`src/rtl/lsu_mem_port.sv`:
```
// Load/store unit bridging the execute stage to one port of a byte-enable word RAM
// with a 1-cycle registered read. Converts B/H/W (signed/unsigned) byte-addressed
// accesses into word accesses and returns one response per accepted request.
// Optional feature macro: MISALIGN_SPLIT_EN. When defined, word-crossing accesses are
// split over two RAM accesses. When undefined, misaligned accesses are rejected.
module lsu_mem_port #(
   parameter int unsigned ADDRESS_WIDTH = 10,
   parameter int unsigned XLEN          = 32
) (
   input  logic                     i_clk,
   input  logic                     i_rst_n,
   input  logic                     i_req_valid,
   output logic                     o_req_ready,
   input  logic                     i_req_we,
   input  logic [2:0]               i_req_funct3,
   input  logic [XLEN-1:0]          i_req_addr,
   input  logic [XLEN-1:0]          i_req_wdata,
   output logic                     o_rsp_valid,
   output logic [XLEN-1:0]          o_rsp_rdata,
   output logic                     o_rsp_err,
   output logic [ADDRESS_WIDTH-1:0] o_mem_addr,
   output logic [3:0]               o_mem_be,
   output logic [XLEN-1:0]          o_mem_wdata,
   output logic                     o_mem_we,
   input  logic [XLEN-1:0]          i_mem_rdata
);

   typedef enum logic [2:0] {StIdle, StAcc1, StData1, StAcc2, StData2, StResp, StErr} state_e;

   state_e                   r_state;
   logic [ADDRESS_WIDTH-1:0] r_mem_addr;
   logic [3:0]               r_mem_be;
   logic [XLEN-1:0]          r_mem_wdata;
   logic                     r_mem_we;
   logic                     r_rsp_valid;
   logic [XLEN-1:0]          r_rsp_rdata;
   logic                     r_rsp_err;
   logic                     r_we;
   logic [2:0]               r_funct3;
   logic [1:0]               r_off;
`ifdef MISALIGN_SPLIT_EN
   logic                     r_split;
   logic [3:0]               r_be_hi;
   logic [XLEN-1:0]          r_wd_hi;
   logic [XLEN-1:0]          r_w1;
`endif

   logic [1:0]      w_off;
   logic [3:0]      w_mask;
   logic [7:0]      w_be64;
   logic [2*XLEN-1:0] w_wd64;
   logic            w_is_half;
   logic            w_is_word;
   logic            w_f3_bad;
   logic            w_misalign;
   logic            w_err;
   logic            w_unused;
`ifdef MISALIGN_SPLIT_EN
   logic            w_cross;
`endif

   assign w_off     = i_req_addr[1:0];
   assign w_is_half = (i_req_funct3[1:0] == 2'b01);
   assign w_is_word = (i_req_funct3[1:0] == 2'b10);
   // 011, 11x, and any unsigned-flavoured store are illegal
   assign w_f3_bad  = (i_req_funct3 == 3'b011) || (i_req_funct3[2:1] == 2'b11) ||
                      (i_req_we && i_req_funct3[2]);
   assign w_misalign = (w_is_half && w_off[0]) || (w_is_word && (w_off != 2'b00));
   assign w_be64    = {4'b0000, w_mask} << w_off;
   assign w_wd64    = {{XLEN{1'b0}}, i_req_wdata} << {w_off, 3'b000};

`ifdef MISALIGN_SPLIT_EN
   assign w_cross  = (w_is_half && (w_off == 2'b11)) || (w_is_word && (w_off != 2'b00));
   assign w_err    = w_f3_bad;
   assign w_unused = ^{i_req_addr[XLEN-1:ADDRESS_WIDTH+2]};
`else
   assign w_err    = w_f3_bad || w_misalign;
   assign w_unused = ^{i_req_addr[XLEN-1:ADDRESS_WIDTH+2], w_be64[7:4], w_wd64[2*XLEN-1:XLEN]};
`endif

   // Size mask from funct3 size field
   always_comb begin
      w_mask = 4'b1111;
      unique case (i_req_funct3[1:0])
         2'b00:   w_mask = 4'b0001;
         2'b01:   w_mask = 4'b0011;
         default: w_mask = 4'b1111;
      endcase
   end

   // Shift the two-word window down to the access offset, then sign/zero extend
   function automatic logic [XLEN-1:0] f_extract(input logic [2*XLEN-1:0] d,
                                                 input logic [1:0]        off,
                                                 input logic [2:0]        f3);
      logic [XLEN-1:0] l_sh;
      l_sh = XLEN'(d >> {off, 3'b000});
      unique case (f3[1:0])
         2'b00:   f_extract = {{(XLEN-8){~f3[2] & l_sh[7]}}, l_sh[7:0]};
         2'b01:   f_extract = {{(XLEN-16){~f3[2] & l_sh[15]}}, l_sh[15:0]};
         default: f_extract = l_sh;
      endcase
   endfunction

   // Request FSM with registered RAM-side and response outputs
   always_ff @(posedge i_clk) begin
      if (!i_rst_n) begin
         r_state     <= StIdle;
         r_mem_addr  <= '0;
         r_mem_be    <= '0;
         r_mem_wdata <= '0;
         r_mem_we    <= 1'b0;
         r_rsp_valid <= 1'b0;
         r_rsp_rdata <= '0;
         r_rsp_err   <= 1'b0;
         r_we        <= 1'b0;
         r_funct3    <= '0;
         r_off       <= '0;
`ifdef MISALIGN_SPLIT_EN
         r_split     <= 1'b0;
         r_be_hi     <= '0;
         r_wd_hi     <= '0;
         r_w1        <= '0;
`endif
      end else begin
         unique case (r_state)
            StIdle: begin
               if (i_req_valid) begin
                  if (w_err) begin
                     r_state     <= StErr;
                     r_rsp_valid <= 1'b1;
                     r_rsp_err   <= 1'b1;
                     r_rsp_rdata <= '0;
                  end else begin
                     r_state     <= StAcc1;
                     r_mem_addr  <= i_req_addr[ADDRESS_WIDTH+1:2];
                     r_mem_be    <= w_be64[3:0];
                     r_mem_wdata <= w_wd64[XLEN-1:0];
                     r_mem_we    <= i_req_we;
                     r_we        <= i_req_we;
                     r_funct3    <= i_req_funct3;
                     r_off       <= w_off;
`ifdef MISALIGN_SPLIT_EN
                     r_split     <= w_cross;
                     r_be_hi     <= w_be64[7:4];
                     r_wd_hi     <= w_wd64[2*XLEN-1:XLEN];
`endif
                  end
               end
            end
            StAcc1: begin
               r_mem_we <= 1'b0;
               r_mem_be <= '0;
               r_state  <= StData1;
            end
            StData1: begin
`ifdef MISALIGN_SPLIT_EN
               r_w1 <= i_mem_rdata;
               if (r_split) begin
                  // Next word wraps modulo the RAM depth
                  r_state     <= StAcc2;
                  r_mem_addr  <= r_mem_addr + ADDRESS_WIDTH'(1);
                  r_mem_be    <= r_be_hi;
                  r_mem_wdata <= r_wd_hi;
                  r_mem_we    <= r_we;
               end else begin
                  r_state     <= StResp;
                  r_rsp_valid <= 1'b1;
                  r_rsp_rdata <= r_we ? '0 : f_extract({{XLEN{1'b0}}, i_mem_rdata}, r_off, r_funct3);
               end
`else
               r_state     <= StResp;
               r_rsp_valid <= 1'b1;
               r_rsp_rdata <= r_we ? '0 : f_extract({{XLEN{1'b0}}, i_mem_rdata}, r_off, r_funct3);
`endif
            end
`ifdef MISALIGN_SPLIT_EN
            StAcc2: begin
               r_mem_we <= 1'b0;
               r_mem_be <= '0;
               r_state  <= StData2;
            end
            StData2: begin
               r_state     <= StResp;
               r_rsp_valid <= 1'b1;
               r_rsp_rdata <= r_we ? '0 : f_extract({i_mem_rdata, r_w1}, r_off, r_funct3);
            end
`endif
            StResp: begin
               r_rsp_valid <= 1'b0;
               r_rsp_rdata <= '0;
               r_state     <= StIdle;
            end
            StErr: begin
               r_rsp_valid <= 1'b0;
               r_rsp_err   <= 1'b0;
               r_state     <= StIdle;
            end
            default: r_state <= StIdle;
         endcase
      end
   end

   assign o_req_ready = (r_state == StIdle) && i_rst_n;
   assign o_rsp_valid = r_rsp_valid;
   assign o_rsp_rdata = r_rsp_rdata;
   assign o_rsp_err   = r_rsp_err;
   assign o_mem_addr  = r_mem_addr;
   assign o_mem_be    = r_mem_be;
   assign o_mem_wdata = r_mem_wdata;
   assign o_mem_we    = r_mem_we;

endmodule
```
`config.mk`:
```
export PLATFORM = sky130hd
export DESIGN_NAME = lsu_mem_port
export DESIGN_NICKNAME = d
export VERILOG_FILES = /design/src/rtl/lsu_mem_port.sv
export SDC_FILE = /design/constraint.sdc
export NUM_CORES = 1
export LEC_CHECK = 0
export ABC_CLOCK_PERIOD_IN_PS = 2500
export BUFFER_PORTS_ARGS = -buffer_cell sky130_fd_sc_hd__buf_2
export CAP_MARGIN = 20
export CORE_ASPECT_RATIO = 1.1
export CORE_MARGIN = 1.5
export CORE_UTILIZATION = 30
export CTS_BUF_LIST = sky130_fd_sc_hd__clkbuf_2 sky130_fd_sc_hd__clkbuf_4 sky130_fd_sc_hd__clkbuf_8
export DETAILED_ROUTE_END_ITERATION = 10
export PLACE_DENSITY_LB_ADDON = 0.3
export SETUP_SLACK_MARGIN = 0.5
export SLEW_MARGIN = 20
export SYNTH_ARGS = -nofsm -noshare
export SYNTH_HDL_FRONTEND = slang
export SYNTH_SLANG_ARGS = --single-unit
```
`constraint.sdc`:
```
create_clock -name i_clk -period 2.5 [get_ports i_clk]
set_clock_uncertainty 0.05 [all_clocks]
set_input_delay 0.5 -clock i_clk [delete_from_list [all_inputs] [get_ports i_clk]]
set_output_delay 0.5 -clock i_clk [all_outputs]
set_load 0.03 [all_outputs]
```
==> metrics.txt, run 1 <==
Worst-Margin Slew 0.677 ns; post-layout power 3.20 mW; gr ovfl total 0; clock latency on the worst-skew pair 0.37 ns; RePlAce Congestion 0.817; Seq cells post-synth 90; Layout area overhead 27.4%; Clock transition at path regs 0.10 ns; DPL Wire Length 9790 um; slew margin rel. 0.548; vias 4150; Most used DFF post-synth dfxtp_1; status complete, no violations; fraction of layout instances using a drive strength above 1 0.404; Avg Vias per Cell 5.16; largest family of logic cells by synthesized area compound AO/OA/AOI/OAI gates; Seq/Total Area, Yosys 0.421; crit share post-route 0.776; TritonCTS Sinks 90; WP data required 1.95 ns; Initial Util 0.309; Port Buffer Count 164; post-synthesis mux area share 0.148; RSZ-0062 raised after global routing true; Setup Fix Bufs, Post-CTS 0; Max FO, Critical Path 9; peak supply drop 0.250 mV; largest net degree at the start of global routing 49; first-pass GRT wire length 20100 um; number of buffers created by CTS 9; drt initial violations 297; Slew Limit Fails 0; Worst Setup Path Type reg -> out; Fin. Hold Viols 0; drt wl/cell 16.4 um; Post-Syn Area 4280 um^2; drt total wl 13100 um; Startpoint Class flip-flop; Mean Syn Cell Area 9.27 um^2; CP Capture Type output port; cell taking the most area after synthesis dfxtp_1; Final Setup Violations 0; top cells by area, synth dfxtp_1 42%, mux2i_1 6.1%, nand2_1 4.7%; Mapped Nets 565; maximum root-to-sink buffer count 2; drt drc 0; n_diodes 0; Ys Warns 0; PD cells 586 nW/um^2; initial antenna violation count 0; setup TNS 0 ns; vias in the first global route 3934; Peak Freq 515 MHz; H-tree Lvls 3; synthesized instance count 462; xor/xnor share of the synthesized area 0.00205; Multi-input gate area 2280 um^2; Die H 128 um; Yosys cell types 50; fillers 1478; I/O pin cnt 185; Post-synth EDFFs 0; complex-gate fraction of the synthesized area 0.212; Async S/R FF share, synth 0; Final nets 715; DRT Pass-1 Iters 4; CTS Root Cell clkbuf_8; FP Rows 45; core footprint 13900 um^2; CP Data Arrival Time 1.39 ns; Synth Area in Adders 0; Max Cap Violations 0; static leakage 2.43 nW; register area 1810 um^2; Post-CTS Hold Fix Bufs 0; crit path time final 1.94 ns; Total Routing Usage GR 0.174; die width 117 um; post-synthesis simple-gate area fraction 0.168; die area 15000 um^2; area share of the largest cell type after synthesis 0.421; Hold Path Class in -> reg; CTS tree yes; Routed Antenna Nets 0
==> repair_timing <==
| item | 4_1_cts | 5_1_grt |
|---|---|---|
| gates resized for setup | 4 | 1 |
| hold endpoints to repair | 0 | 0 |
| setup endpoints to repair | 1 | 39 |
==> cells in the mapped netlist, types with 2 or more instances <==
master,instances
and3_1,2
o22ai_1,2
nand2b_1,2
a221o_2,16
o31ai_1,8
mux2_2,17
a22o_1,8
a221oi_1,3
dfxtp_1,90
a21oi_1,24
o21a_1,2
buf_1,6
nor3_1,12
nand2_1,54
buf_2,10
buf_6,3
nor2b_1,2
o211a_1,3
a32oi_1,8
buf_4,2
or4_1,2
clkbuf_1,19
o211ai_1,9
nand3_1,34
mux2i_1,26
mux4_2,8
inv_1,3
o21ai_0,20
a211oi_1,9
nor2_1,38
==> worst max-delay path: stages (launching register included) <==
cell,delay [ns]
dfxtp_2,0.39
nor2_2,0.19
nand2_1,0.11
nor2_1,0.15
buf_4,0.18
==> placed cells by master, fill, tap and decap left out, drive strengths merged, types with 3 or more instances in the layout <==
master,count
nor3,13
clkbuf,9
nand2,55
a221oi,3
mux4,8
inv,6
a32oi,8
a22o,8
o211a,3
nor2,38
mux2i,26
buf,180
a211oi,9
a221o,17
mux2,17
nand3,34
o31ai,8
o211ai,9
o21ai,20
dfxtp,90
a21oi,24
==> area by class of cell <==
type                            count  share of cell area
Sequential cell                    90               0.331
Inverter                            4             0.00275
Clock buffer                        9              0.0227
Timing Repair Buffer              180               0.173
Clock inverter                      6             0.00917
Tap cell                          188              0.0431
Multi-Input combinational cell    327               0.418
==> per-layer routing <==
metal  global-route usage  share of wire  vias to the layer above
met2                0.300           0.49                      145
li1                     -              -                     2011
met5                    0              0                        -
met4               0.0773          0.021                        0
met3               0.0496          0.074                       17
met1                0.198           0.41                     1977
==> sequential cells by signal, indices dropped and copies added (netlist names) <==
register and count:
r_funct3 3, o_rsp_rdata 32, r_we 1, r_state 3, o_rsp_err 1, o_mem_be 4, o_mem_wdata 32, o_mem_addr 10
r_off 2, o_rsp_valid 1, o_mem_we 1
==> logic make-up (layout without fill, tap and decap cells) <==
kind of cell              count (synthesis)  in the layout
xor gates and xnor gates                  1              1
muxes                                    51             51
AOI/OAI and AO/OA                       120            120
DFF                                      90             90
buffers and inverters                    45            199
and+or+nand+nor                         155            155
==> final timing paths <==
check	start	end	slack (ns)	depth (start not counted)
max reg2reg	r_state[2]$_SDFFE_PN0P_	o_mem_wdata[17]$_SDFFE_PN0P_	0.57	5
min reg2reg	o_mem_wdata[0]$_SDFFE_PN0P_	o_mem_wdata[0]$_SDFFE_PN0P_	0.41	2
min	i_req_addr[10]	o_mem_addr[8]$_SDFFE_PN0P_	0.30	3
max	r_state[2]$_SDFFE_PN0P_	o_req_ready	0.56	4
==> through the flow <==
stage / cell area (um^2) / util / worst slack, ns / hold slack (ns) / cells
finish: 5460 / 0.394 / 0.559 / 0.302 / 804
global route: 5460 / 0.394 / 0.460 / 0.289 / 804
CTS: 5450 / 0.394 / 0.515 / 0.275 / 804
detailed placement: 5270 / 0.381 / 0.282 / 0.399 / 789
global placement: 5270 / 0.381 / 0.336 / 0.390 / 789
floorplan: 4300 / - / 0.513 / 0.400 / 462
==> power by group <==
group          switching [mW]  internal, mW
Sequential             0.0522          1.51
Clock                   0.565         0.366
Combinational           0.443         0.261
Total                    1.06          2.14
No activity file was read; power rests on OpenSTA's default activity.
==> run 2, diff against run 1 <==
Settings changed: ABC_CLOCK_PERIOD_IN_PS 2500 to 1800.
Clock period 2.5 ns to 1.8 ns, I/O delays scaled along.
==> run 2 against run 1 <==
Net effect:
- design area increased by 16%
- total power increased by 48%
- combinational power increased by 76%
- critical path depth increased by 1
- global-route usage increased by 0.77 points
- sequential share of layout area decreased by 3.9 points
- clock power increased by 42%
- first-iteration DRC count decreased by 12%
- non-clock buffer count increased by 46
- worst setup slack got worse by 0.53 ns
- sequential power increased by 39%
- critical path type is now reg -> reg
- critical endpoint is now o_rsp_rdata[18]$_SDFFE_PN0P_
- highest routed layer unchanged
==> metrics.txt, run 2 (same netlist as run 1, synthesis figures left out) <==
status complete, no violations; slew margin rel. 0.568; H-tree Lvls 3; Max FO, Critical Path 16; die width 117 um; Buf/Inv on CP 1; Routed Antenna Nets 0; Fin. Hold Viols 0; Hold Path Class in -> reg; Slew Limit Fails 0; initial antenna violation count 1; drt drc 0; dpl cell area 5560 um^2; fillers 1374; Non-Filler Instances 854; maximum root-to-sink buffer count 2; drt initial violations 262; crit path launch r_funct3[0]$_SDFFE_PN0P_; Final nets 763; drt wl/cell 16.9 um; reg2reg start r_funct3[0]$_SDFFE_PN0P_; Port Buffer Count 164; peak supply drop 0.411 mV; r2r setup slk 0.03 ns; Reg2Reg Depth 5; Util after Layout 0.457; TritonCTS Sinks 90; vias 4423; Worst Setup Path Type reg -> reg; CP Data Arrival Time 2.04 ns; core footprint 13900 um^2; CP delay by family, top compound AO/OA/AOI/OAI gates; first-pass GRT wire length 21000 um; Final Cell Area 6330 um^2; Crit Reg-Reg Endpoint o_rsp_rdata[18]$_SDFFE_PN0P_; Post-CTS Hold Fix Bufs 0; RePlAce Congestion 0.854; WP data required 2.07 ns; min-delay src i_req_addr[2]; DRT Pass-1 Iters 4; Setup crit end o_rsp_rdata[18]$_SDFFE_PN0P_; CP Capture Type flip-flop; crit-path cells mux2i_1, mux2_2, a2111oi_4, buf_12, a221o_2; number of buffers created by CTS 9; RSZ-0062 raised after global routing true; fraction of layout instances using a drive strength above 1 0.514; I/O pin cnt 185; CTS Root Cell clkbuf_8; crit share post-route 0.982; commonest non-fill, non-tap cell in the layout buf_2; Total Routing Usage GR 0.182; crit path time final 1.77 ns; DPL Wire Length 10500 um; gr ovfl total 0; final worst slack 0.0332 ns; die area 15000 um^2; PD cells 746 nW/um^2; CTS tree yes; Initial Util 0.309; CP max-delay cell dfxtp_1; DP Worst Slack -0.0742 ns; Die H 128 um; Max Cap Violations 0; FP Rows 45; Startpoint Class flip-flop; static leakage 2.78 nW; Hold Slack 0.174 ns; vias in the first global route 4194; most frequent cells in the layout 131 x buf_2, 57 x dfxtp_1, 53 x nand2_1; Layout area overhead 47.9%; Worst-Margin Slew 0.646 ns; Peak Freq 566 MHz; Final Setup Violations 0; Clock transition at path regs 0.10 ns; drt total wl 14400 um; CP Depth 5; dpl cells 814; largest net degree at the start of global routing 32; Max stage delay on crit path 0.49 ns; Avg Vias per Cell 5.18; clock latency on the worst-skew pair 0.38 ns
[run 2: changes by cell type in the layout (fill, tap and decap cells not counted), moves of 4 or more]
cell     delta
buf_12      +4
buf_4      +28
buf_2      -32
dfxtp_1    -30
dfxtp_2    +27
buf_6      +43
[run 2: stage by stage]
step           TNS, ns  power (mW)
6_report             0        4.72
5_1_grt         -0.489        4.95
4_1_cts              0        4.67
3_5_place_dp     -1.95        3.27
3_3_place_gp     -1.28        3.25
2_1_floorplan  -0.0902        2.89
[run 2: cell type report]
type                            instances  area (um^2)  area share
Inverter                                4         15.0     0.00237
Multi-Input combinational cell        329         2410       0.381
Sequential cell                        90         1850       0.292
Tap cell                              188          235      0.0372
Clock buffer                           10          138      0.0217
Timing Repair Buffer                  226         1630       0.257
Antenna cell                            1         2.50    0.000395
Clock inverter                          6         50.0     0.00791
[run 2: tightest hold or removal path, delay by kind of cell]
kind | cells | cell delay [ns]
compound gates | 1 | 0.05
buf+inv | 1 | 0.10
simple gates | 1 | 0.05
[run 2: timing repair]
action / in CTS / in global routing
pin swaps: 8 / 21
endpoints found under the hold margin: 0 / 0
buffers inserted: 8 / 11
setup endpoints to repair: 170 / 172
gates resized for setup: 20 / 138
cloned: 2 / 2
[run 2: metal layers]
metal,global-route usage,wire [um]
met1,0.202,5600
met2,0.319,7300
met3,0.0473,1070
met4,0.0865,478
met5,0,0
[run 2: worst min-delay path by stage]
stage,slack [ns],endpoint,cells after the start
finish,0.17,o_mem_addr[0]$_SDFFE_PN0P_,3
global route,0.16,o_mem_addr[0]$_SDFFE_PN0P_,3
CTS,0.15,o_mem_addr[0]$_SDFFE_PN0P_,3
detailed placement,0.40,o_mem_addr[4]$_SDFFE_PN0P_,2
global placement,0.39,o_mem_addr[0]$_SDFFE_PN0P_,2
floorplan,0.40,r_funct3[2]$_SDFFE_PN0P_,2
[run 2: report_power, final]
part	internal, mW	leakage [nW]	total (mW)	switching, mW
Sequential	2.10	0.747	2.17	0.0711
Combinational	0.544	1.94	1.24	0.693
Clock	0.551	0.0891	1.32	0.765
Total	3.19	2.78	4.72	1.53
